[src/rtl/loa_pipe_adder_if.sv]
// Valid/ready bus for loa_pipe_adder: operand beat in, sum out.
// master drives operands and out_ready; slave is the adder.
interface loa_pipe_adder_if #(
    parameter int WIDTH = 16
);
    logic             in_valid;
    logic             in_ready;
    logic [WIDTH-1:0] in_a;
    logic [WIDTH-1:0] in_b;
    logic             approx_en;
    logic             out_valid;
    logic             out_ready;
    logic [WIDTH:0]   out_sum;

    modport master (
        output in_valid, in_a, in_b, approx_en, out_ready,
        input  in_ready, out_valid, out_sum
    );

    modport slave (
        input  in_valid, in_a, in_b, approx_en, out_ready,
        output in_ready, out_valid, out_sum
    );
endinterface

[src/rtl/loa_pipe_adder.sv]
// Pipelined WIDTH-bit unsigned adder with an optional Lower-part OR Adder
// mode on the low APPROX_BITS bits, selected per beat by approx_en.
// The carry chain is cut into STAGES equal segments, one register stage each.
//
// Build option: LOA_CARRY_EN
//   defined   -> in approx mode the carry out of bit APPROX_BITS-1 is
//                a & b of that bit (LOA carry prediction)
//   undefined -> that carry is 0 (plain OR truncation)
//
// The whole pipeline advances together: en = !out_valid | out_ready.
// With en low every stage holds, so out_sum/out_valid stay stable under stall.
module loa_pipe_adder #(
    parameter int WIDTH       = 16,
    parameter int APPROX_BITS = 4,
    parameter int STAGES      = 2
) (
    input  logic                 clk,
    input  logic                 rst_n,
    loa_pipe_adder_if.slave      bus
);
    localparam int SEG = WIDTH / STAGES;

    logic en;

    for (genvar k = 0; k < STAGES; k++) begin : g_stage
        // Registered state leaving this stage
        logic             v_q;
        logic             c_q;
        logic [WIDTH-1:0] s_q;

        // What this stage sees from upstream
        logic             src_v;
        logic             src_c;
        logic             src_apx;
        logic [WIDTH-1:0] src_a;
        logic [WIDTH-1:0] src_b;
        logic [WIDTH-1:0] src_s;

        logic [WIDTH-1:0] nxt_s;
        logic             nxt_c;
        logic             carry;

        if (k == 0) begin : g_src_in
            assign src_v   = bus.in_valid;
            assign src_c   = 1'b0;
            assign src_apx = bus.approx_en;
            assign src_a   = bus.in_a;
            assign src_b   = bus.in_b;
            assign src_s   = '0;
        end else begin : g_src_prev
            assign src_v   = g_stage[k-1].v_q;
            assign src_c   = g_stage[k-1].c_q;
            assign src_apx = g_stage[k-1].g_fwd.apx_q;
            assign src_a   = g_stage[k-1].g_fwd.a_q;
            assign src_b   = g_stage[k-1].g_fwd.b_q;
            assign src_s   = g_stage[k-1].s_q;
        end

        // Ripple through this stage's segment; LOA bits OR and kill the carry
        always_comb begin
            nxt_s = src_s;
            carry = src_c;
            for (int j = 0; j < SEG; j++) begin
                if (src_apx && ((k * SEG + j) < APPROX_BITS)) begin
                    nxt_s[k*SEG+j] = src_a[k*SEG+j] | src_b[k*SEG+j];
                    if ((k * SEG + j) == (APPROX_BITS - 1)) begin
`ifdef LOA_CARRY_EN
                        carry = src_a[k*SEG+j] & src_b[k*SEG+j];
`else
                        carry = 1'b0;
`endif
                    end else begin
                        carry = 1'b0;
                    end
                end else begin
                    nxt_s[k*SEG+j] = src_a[k*SEG+j] ^ src_b[k*SEG+j] ^ carry;
                    carry = (src_a[k*SEG+j] & src_b[k*SEG+j]) |
                            (src_a[k*SEG+j] & carry) |
                            (src_b[k*SEG+j] & carry);
                end
            end
            nxt_c = carry;
        end

        // Valid, carry and partial sum advance together with the pipeline
        always_ff @(posedge clk or negedge rst_n) begin
            if (!rst_n) begin
                v_q <= 1'b0;
                c_q <= 1'b0;
                s_q <= '0;
            end else if (en) begin
                v_q <= src_v;
                c_q <= nxt_c;
                s_q <= nxt_s;
            end
        end

        if (k < STAGES - 1) begin : g_fwd
            logic             apx_q;
            logic [WIDTH-1:0] a_q;
            logic [WIDTH-1:0] b_q;

            // Operands and mode ride along to the stages that still need them
            always_ff @(posedge clk or negedge rst_n) begin
                if (!rst_n) begin
                    apx_q <= 1'b0;
                    a_q   <= '0;
                    b_q   <= '0;
                end else if (en) begin
                    apx_q <= src_apx;
                    a_q   <= src_a;
                    b_q   <= src_b;
                end
            end
        end else begin : g_last
            // Bits of the operands below the last segment are already consumed
            logic unused_src;
            assign unused_src = ^{src_a, src_b};
        end
    end

    assign en            = !g_stage[STAGES-1].v_q | bus.out_ready;
    assign bus.in_ready  = en;
    assign bus.out_valid = g_stage[STAGES-1].v_q;
    assign bus.out_sum   = {g_stage[STAGES-1].c_q, g_stage[STAGES-1].s_q};

endmodule

[src/flat_wrapper.sv]
// flat-port wrapper written by rule: the top's interface ports become plain ports
module loa_pipe_adder_flat 
#(
    parameter int WIDTH       = 16,
    parameter int APPROX_BITS = 4,
    parameter int STAGES      = 2
)
  (clk, rst_n, bus_in_valid, bus_in_a, bus_in_b, bus_approx_en, bus_out_ready, bus_in_ready, bus_out_valid, bus_out_sum);
  loa_pipe_adder_if #(.WIDTH(WIDTH)) bus_i ();
  input  logic clk;
  input  logic rst_n;
  input wire logic [$bits(bus_i.in_valid)-1:0] bus_in_valid;
  input wire logic [$bits(bus_i.in_a)-1:0] bus_in_a;
  input wire logic [$bits(bus_i.in_b)-1:0] bus_in_b;
  input wire logic [$bits(bus_i.approx_en)-1:0] bus_approx_en;
  input wire logic [$bits(bus_i.out_ready)-1:0] bus_out_ready;
  output wire logic [$bits(bus_i.in_ready)-1:0] bus_in_ready;
  output wire logic [$bits(bus_i.out_valid)-1:0] bus_out_valid;
  output wire logic [$bits(bus_i.out_sum)-1:0] bus_out_sum;
  assign bus_i.in_valid = bus_in_valid;
  assign bus_i.in_a = bus_in_a;
  assign bus_i.in_b = bus_in_b;
  assign bus_i.approx_en = bus_approx_en;
  assign bus_i.out_ready = bus_out_ready;
  assign bus_in_ready = bus_i.in_ready;
  assign bus_out_valid = bus_i.out_valid;
  assign bus_out_sum = bus_i.out_sum;
  loa_pipe_adder #(.WIDTH(WIDTH), .APPROX_BITS(APPROX_BITS), .STAGES(STAGES)) u_core (.clk(clk), .rst_n(rst_n), .bus(bus_i));
endmodule
[config.mk]
export PLATFORM = sky130hd
export DESIGN_NAME = loa_pipe_adder_flat
export DESIGN_NICKNAME = d
export VERILOG_FILES = /design/src/rtl/loa_pipe_adder_if.sv /design/src/rtl/loa_pipe_adder.sv /design/src/flat_wrapper.sv
export SDC_FILE = /design/constraint.sdc
export NUM_CORES = 1
export LEC_CHECK = 0
export CORE_MARGIN = 2
export CORE_UTILIZATION = 49
export CTS_CLUSTER_SIZE = 40
export DETAILED_ROUTE_END_ITERATION = 10
export GPL_TIMING_DRIVEN = 0
export PLACE_DENSITY = 0.86
export SYNTH_ARGS = -nofsm -noshare
export SYNTH_HDL_FRONTEND = slang
export SYNTH_SLANG_ARGS = --single-unit
[constraint.sdc]
create_clock -name clk -period 4.9 [get_ports clk]
set_clock_uncertainty 0.1 [all_clocks]
set_input_delay 0.98 -clock clk [delete_from_list [all_inputs] [get_ports clk]]
set_output_delay 0.98 -clock clk [all_outputs]
set_load 0.005 [all_outputs]
==> results of run 1 <==
[through the flow]
step | setup slack (ns) | util | total power, W | instances
after detailed placement | -0.552 | 0.659 | 0.000894 | 262
after global routing | 0.0202 | 0.684 | 0.00118 | 269
after floorplan | 0.290 | - | 0.000699 | 155
after global placement | -0.512 | 0.655 | 0.000877 | 261
final | 0.233 | 0.684 | 0.00111 | 269
after CTS | 0.0193 | 0.679 | 0.00113 | 269
[where the power goes]
part	internal (W)	switching, W	total [W]
logic	0.000260	0.000120	0.000381
registers	0.000449	0.0000522	0.000502
clock network	0.000115	0.000115	0.000230
[kinds of logic after synthesis]
group           Yosys count
simple gates             22
mux                      35
fa+ha+maj                20
buf+inv                  26
compound gates            8
flops                    44
[worst paths after layout]
kind | end | slack (ns) | cells after the start
hold reg to reg | u_core.bus.out_valid | 0.38 | 1
setup reg to reg | u_core.g_stage[1].s_q[15] | 0.68 | 12
min in group asynchronous | u_core.g_stage[0].g_fwd.a_q[8] | 0.44 | 1
max in group asynchronous | u_core.g_stage[0].g_fwd.b_q[14] | 3.80 | 2
hold / removal | u_core.bus.out_valid | 0.38 | 1
setup / recovery | u_core.g_stage[0].s_q[7] | 0.23 | 14
[per-layer routing]
| metal | share of wire | track usage |
|---|---|---|
| met4 | 0.012 | 0.0556 |
| met5 | 0 | 0 |
| met1 | 0.43 | 0.229 |
| met2 | 0.49 | 0.289 |
| met3 | 0.073 | 0.0580 |
[layout make-up]
cell class	count	area, um2	area share
Clock buffer	8	90.1	0.0296
Buffer	7	68.8	0.0226
Timing Repair Buffer	55	559	0.184
Tap cell	52	65.1	0.0214
Multi-Input combinational cell	85	1090	0.358
Sequential cell	44	1100	0.362
Inverter	18	67.6	0.0222
[sequential cells by signal, indices dropped and copies added (netlist names)]
register,cells
u_core.g_stage.s_q,24
u_core.g_stage.g_fwd.a_q,8
u_core.g_stage.g_fwd.b_q,8
u_core.g_stage.c_q,2
u_core.bus.out_valid,1
u_core.g_stage.v_q,1
[synth_stat cells]
| library cell | n | area (um2) |
|---|---|---|
| sky130_fd_sc_hd__clkbuf_1 | 1 | 3.75 |
| sky130_fd_sc_hd__nor3b_1 | 7 | 52.6 |
| sky130_fd_sc_hd__buf_6 | 5 | 56.3 |
| sky130_fd_sc_hd__mux2_4 | 29 | 435 |
| sky130_fd_sc_hd__and3b_1 | 1 | 8.76 |
| sky130_fd_sc_hd__nor2b_1 | 4 | 25.0 |
| sky130_fd_sc_hd__or2_2 | 1 | 6.26 |
| sky130_fd_sc_hd__nand2_1 | 1 | 3.75 |
| sky130_fd_sc_hd__dfrtp_1 | 44 | 1100 |
| sky130_fd_sc_hd__mux2_2 | 5 | 56.3 |
| sky130_fd_sc_hd__nand2b_1 | 7 | 43.8 |
| sky130_fd_sc_hd__a31oi_1 | 3 | 18.8 |
| sky130_fd_sc_hd__ha_1 | 5 | 62.6 |
| sky130_fd_sc_hd__inv_1 | 18 | 67.6 |
| sky130_fd_sc_hd__mux2i_1 | 1 | 10.0 |
| sky130_fd_sc_hd__a31o_2 | 1 | 8.76 |
| sky130_fd_sc_hd__buf_2 | 1 | 5.00 |
| sky130_fd_sc_hd__nand2b_4 | 1 | 13.8 |
| sky130_fd_sc_hd__buf_4 | 1 | 7.51 |
| sky130_fd_sc_hd__a21oi_1 | 4 | 20.0 |
| sky130_fd_sc_hd__fa_1 | 15 | 300 |
[timing repair]
item                                    in CTS  in global routing
endpoints found under the setup margin       1                  1
resized for setup                            3                 10
pin swaps                                    0                  6
[critical path: stages]
cell,delay [ns]
sky130_fd_sc_hd__dlygate4sd2_1,0.42
sky130_fd_sc_hd__nor2b_1,0.13
sky130_fd_sc_hd__fa_2,0.35
sky130_fd_sc_hd__nor2b_2,0.17
sky130_fd_sc_hd__fa_2,0.35
sky130_fd_sc_hd__nor2b_1,0.15
sky130_fd_sc_hd__fa_2,0.33
sky130_fd_sc_hd__nor2b_2,0.17
sky130_fd_sc_hd__fa_2,0.37
sky130_fd_sc_hd__fa_2,0.38
sky130_fd_sc_hd__fa_2,0.35
sky130_fd_sc_hd__inv_2,0.07
sky130_fd_sc_hd__fa_1,0.43
sky130_fd_sc_hd__a21oi_2,0.14
==> impl_metrics.ini, run 1 <==
[timing]
part_of_the_cycle_the_worst_path_needs = 0.952
timing.setup.tns_ns = 0
rsz0062_at_grt = no
timing.final.crit_period_ns = 4.67
fmaxAchievable_mhz = 214
setup_viol = 0
final_max_slew_viol_count = 0
hold_viol_final = 0
timing_worst_slew_pin_value_ns = 0.370
worst_slew_margin_rel = 0.753
smallest_hold_slack_ns = 0.383

[synthesis]
synth-warning-count = 0
synth.ff_latch_count = 44
synth_top_family_by_area = multiplexers
yosys.area_share.adder = 0.157
synth_area_per_cell_um2 = 14.9
post_synth_num_cell_types = 21
seq_area_frac_synth = 0.477
synth_compound_area_frac = 0.0206
synth-xor-area-share = 0
mappedNetlistNets = 212
synth_cells = 155
synthesized_area_fraction_occupied_by_and_or_nand_nor_cells = 0.0667
synth.area.mux_share = 0.217
mappedNetlistArea_mm2 = 0.00231

[layout]
nets_finish = 273
filler_cell_count = 331
layout.cell_area.non_filler_mm2 = 0.00304
syn_to_final_growth_pct = 31.8
final_common_cell = sky130_fd_sc_hd__clkdlybuf4s50_1
drive_gt1_frac = 0.286
final_cell_mix = sky130_fd_sc_hd__clkdlybuf4s50_1, sky130_fd_sc_hd__dfrtp_1, sky130_fd_sc_hd__mux2_4
diodes_inserted = 0

[route]
detail_route.wirelength_um = 4080
routed_via_density = 4.91
drc = 0
drt_pre_antenna_iters = 3
count_of_nets_left_with_antenna_violations_after_detail_routing = 0
post_drt_wl_per_cell_um = 15.2
routed-via-count = 1320
drt_iter0_drc = 44

[die]
io_pins = 56
fp.dieArea_mm2 = 0.00527
dieWidth_um = 72.6
row_count = 24
initial_utilization = 0.519
die_h_um = 72.6
floorplan.core_area_mm2 = 0.00444

[placed_design]
place_area_mm2 = 0.00293
place_hpwl_um = 3090
portBuffers = 54
gp_routability_congestion = 0.707

[clock_network]
cts_setup_buffers = 0
clkSlewWorstSetupHoldPaths_ns = 0.08
h_tree_level_count = 2
cts-root-buf = sky130_fd_sc_hd__clkbuf_8
worst_skew_pair.late_latency_ns = 0.29
ctsHoldBuffers = 0
cts.sink_count = 44
clock_buffers_created_by_tritoncts = 5
clock_tree_from_tritoncts = done
clock_path_buffers = 2

[setup_path]
critical_path.max_fanout = 12
critical_path_class = input pin to register
cp_data_arrival_time_ns = 4.79
timing.rr.start = u_core.g_stage[0].g_fwd.b_q[8]
critPathRequiredTime_ns = 5.03
worst_setup_path_end_kind = register
critPathLaunchType = input pin
crit_path_start = bus_approx_en

[run_status]
outcome = finished, final reports clean

[global_routing]
grt_pass1_wl_um = 7090
grt_pass1_vias = 1508
gr-usage-all-layers = 0.178
grt_overflow = 0
initial_antenna_violation_count = 0
grt_start_max_net_pins = 36

[hold_path]
timing.hold.worst.class = register to register
worstHoldStart = u_core.g_stage[0].v_q

[pwr]
p_leak_nw = 1.42
power-per-cell-area_mw_per_mm2 = 366
power.ir.vdd_worst_mv = 0.135

[run]
timing.max_cap.violations = 0
No activity file was read; power rests on OpenSTA's default activity.
==> run 2, diff against run 1 <==
Settings changed: CAP_MARGIN set to 20.
==> results of run 2 <==
Same layout as run 1: the final DEF is identical, and so are final timing and power.
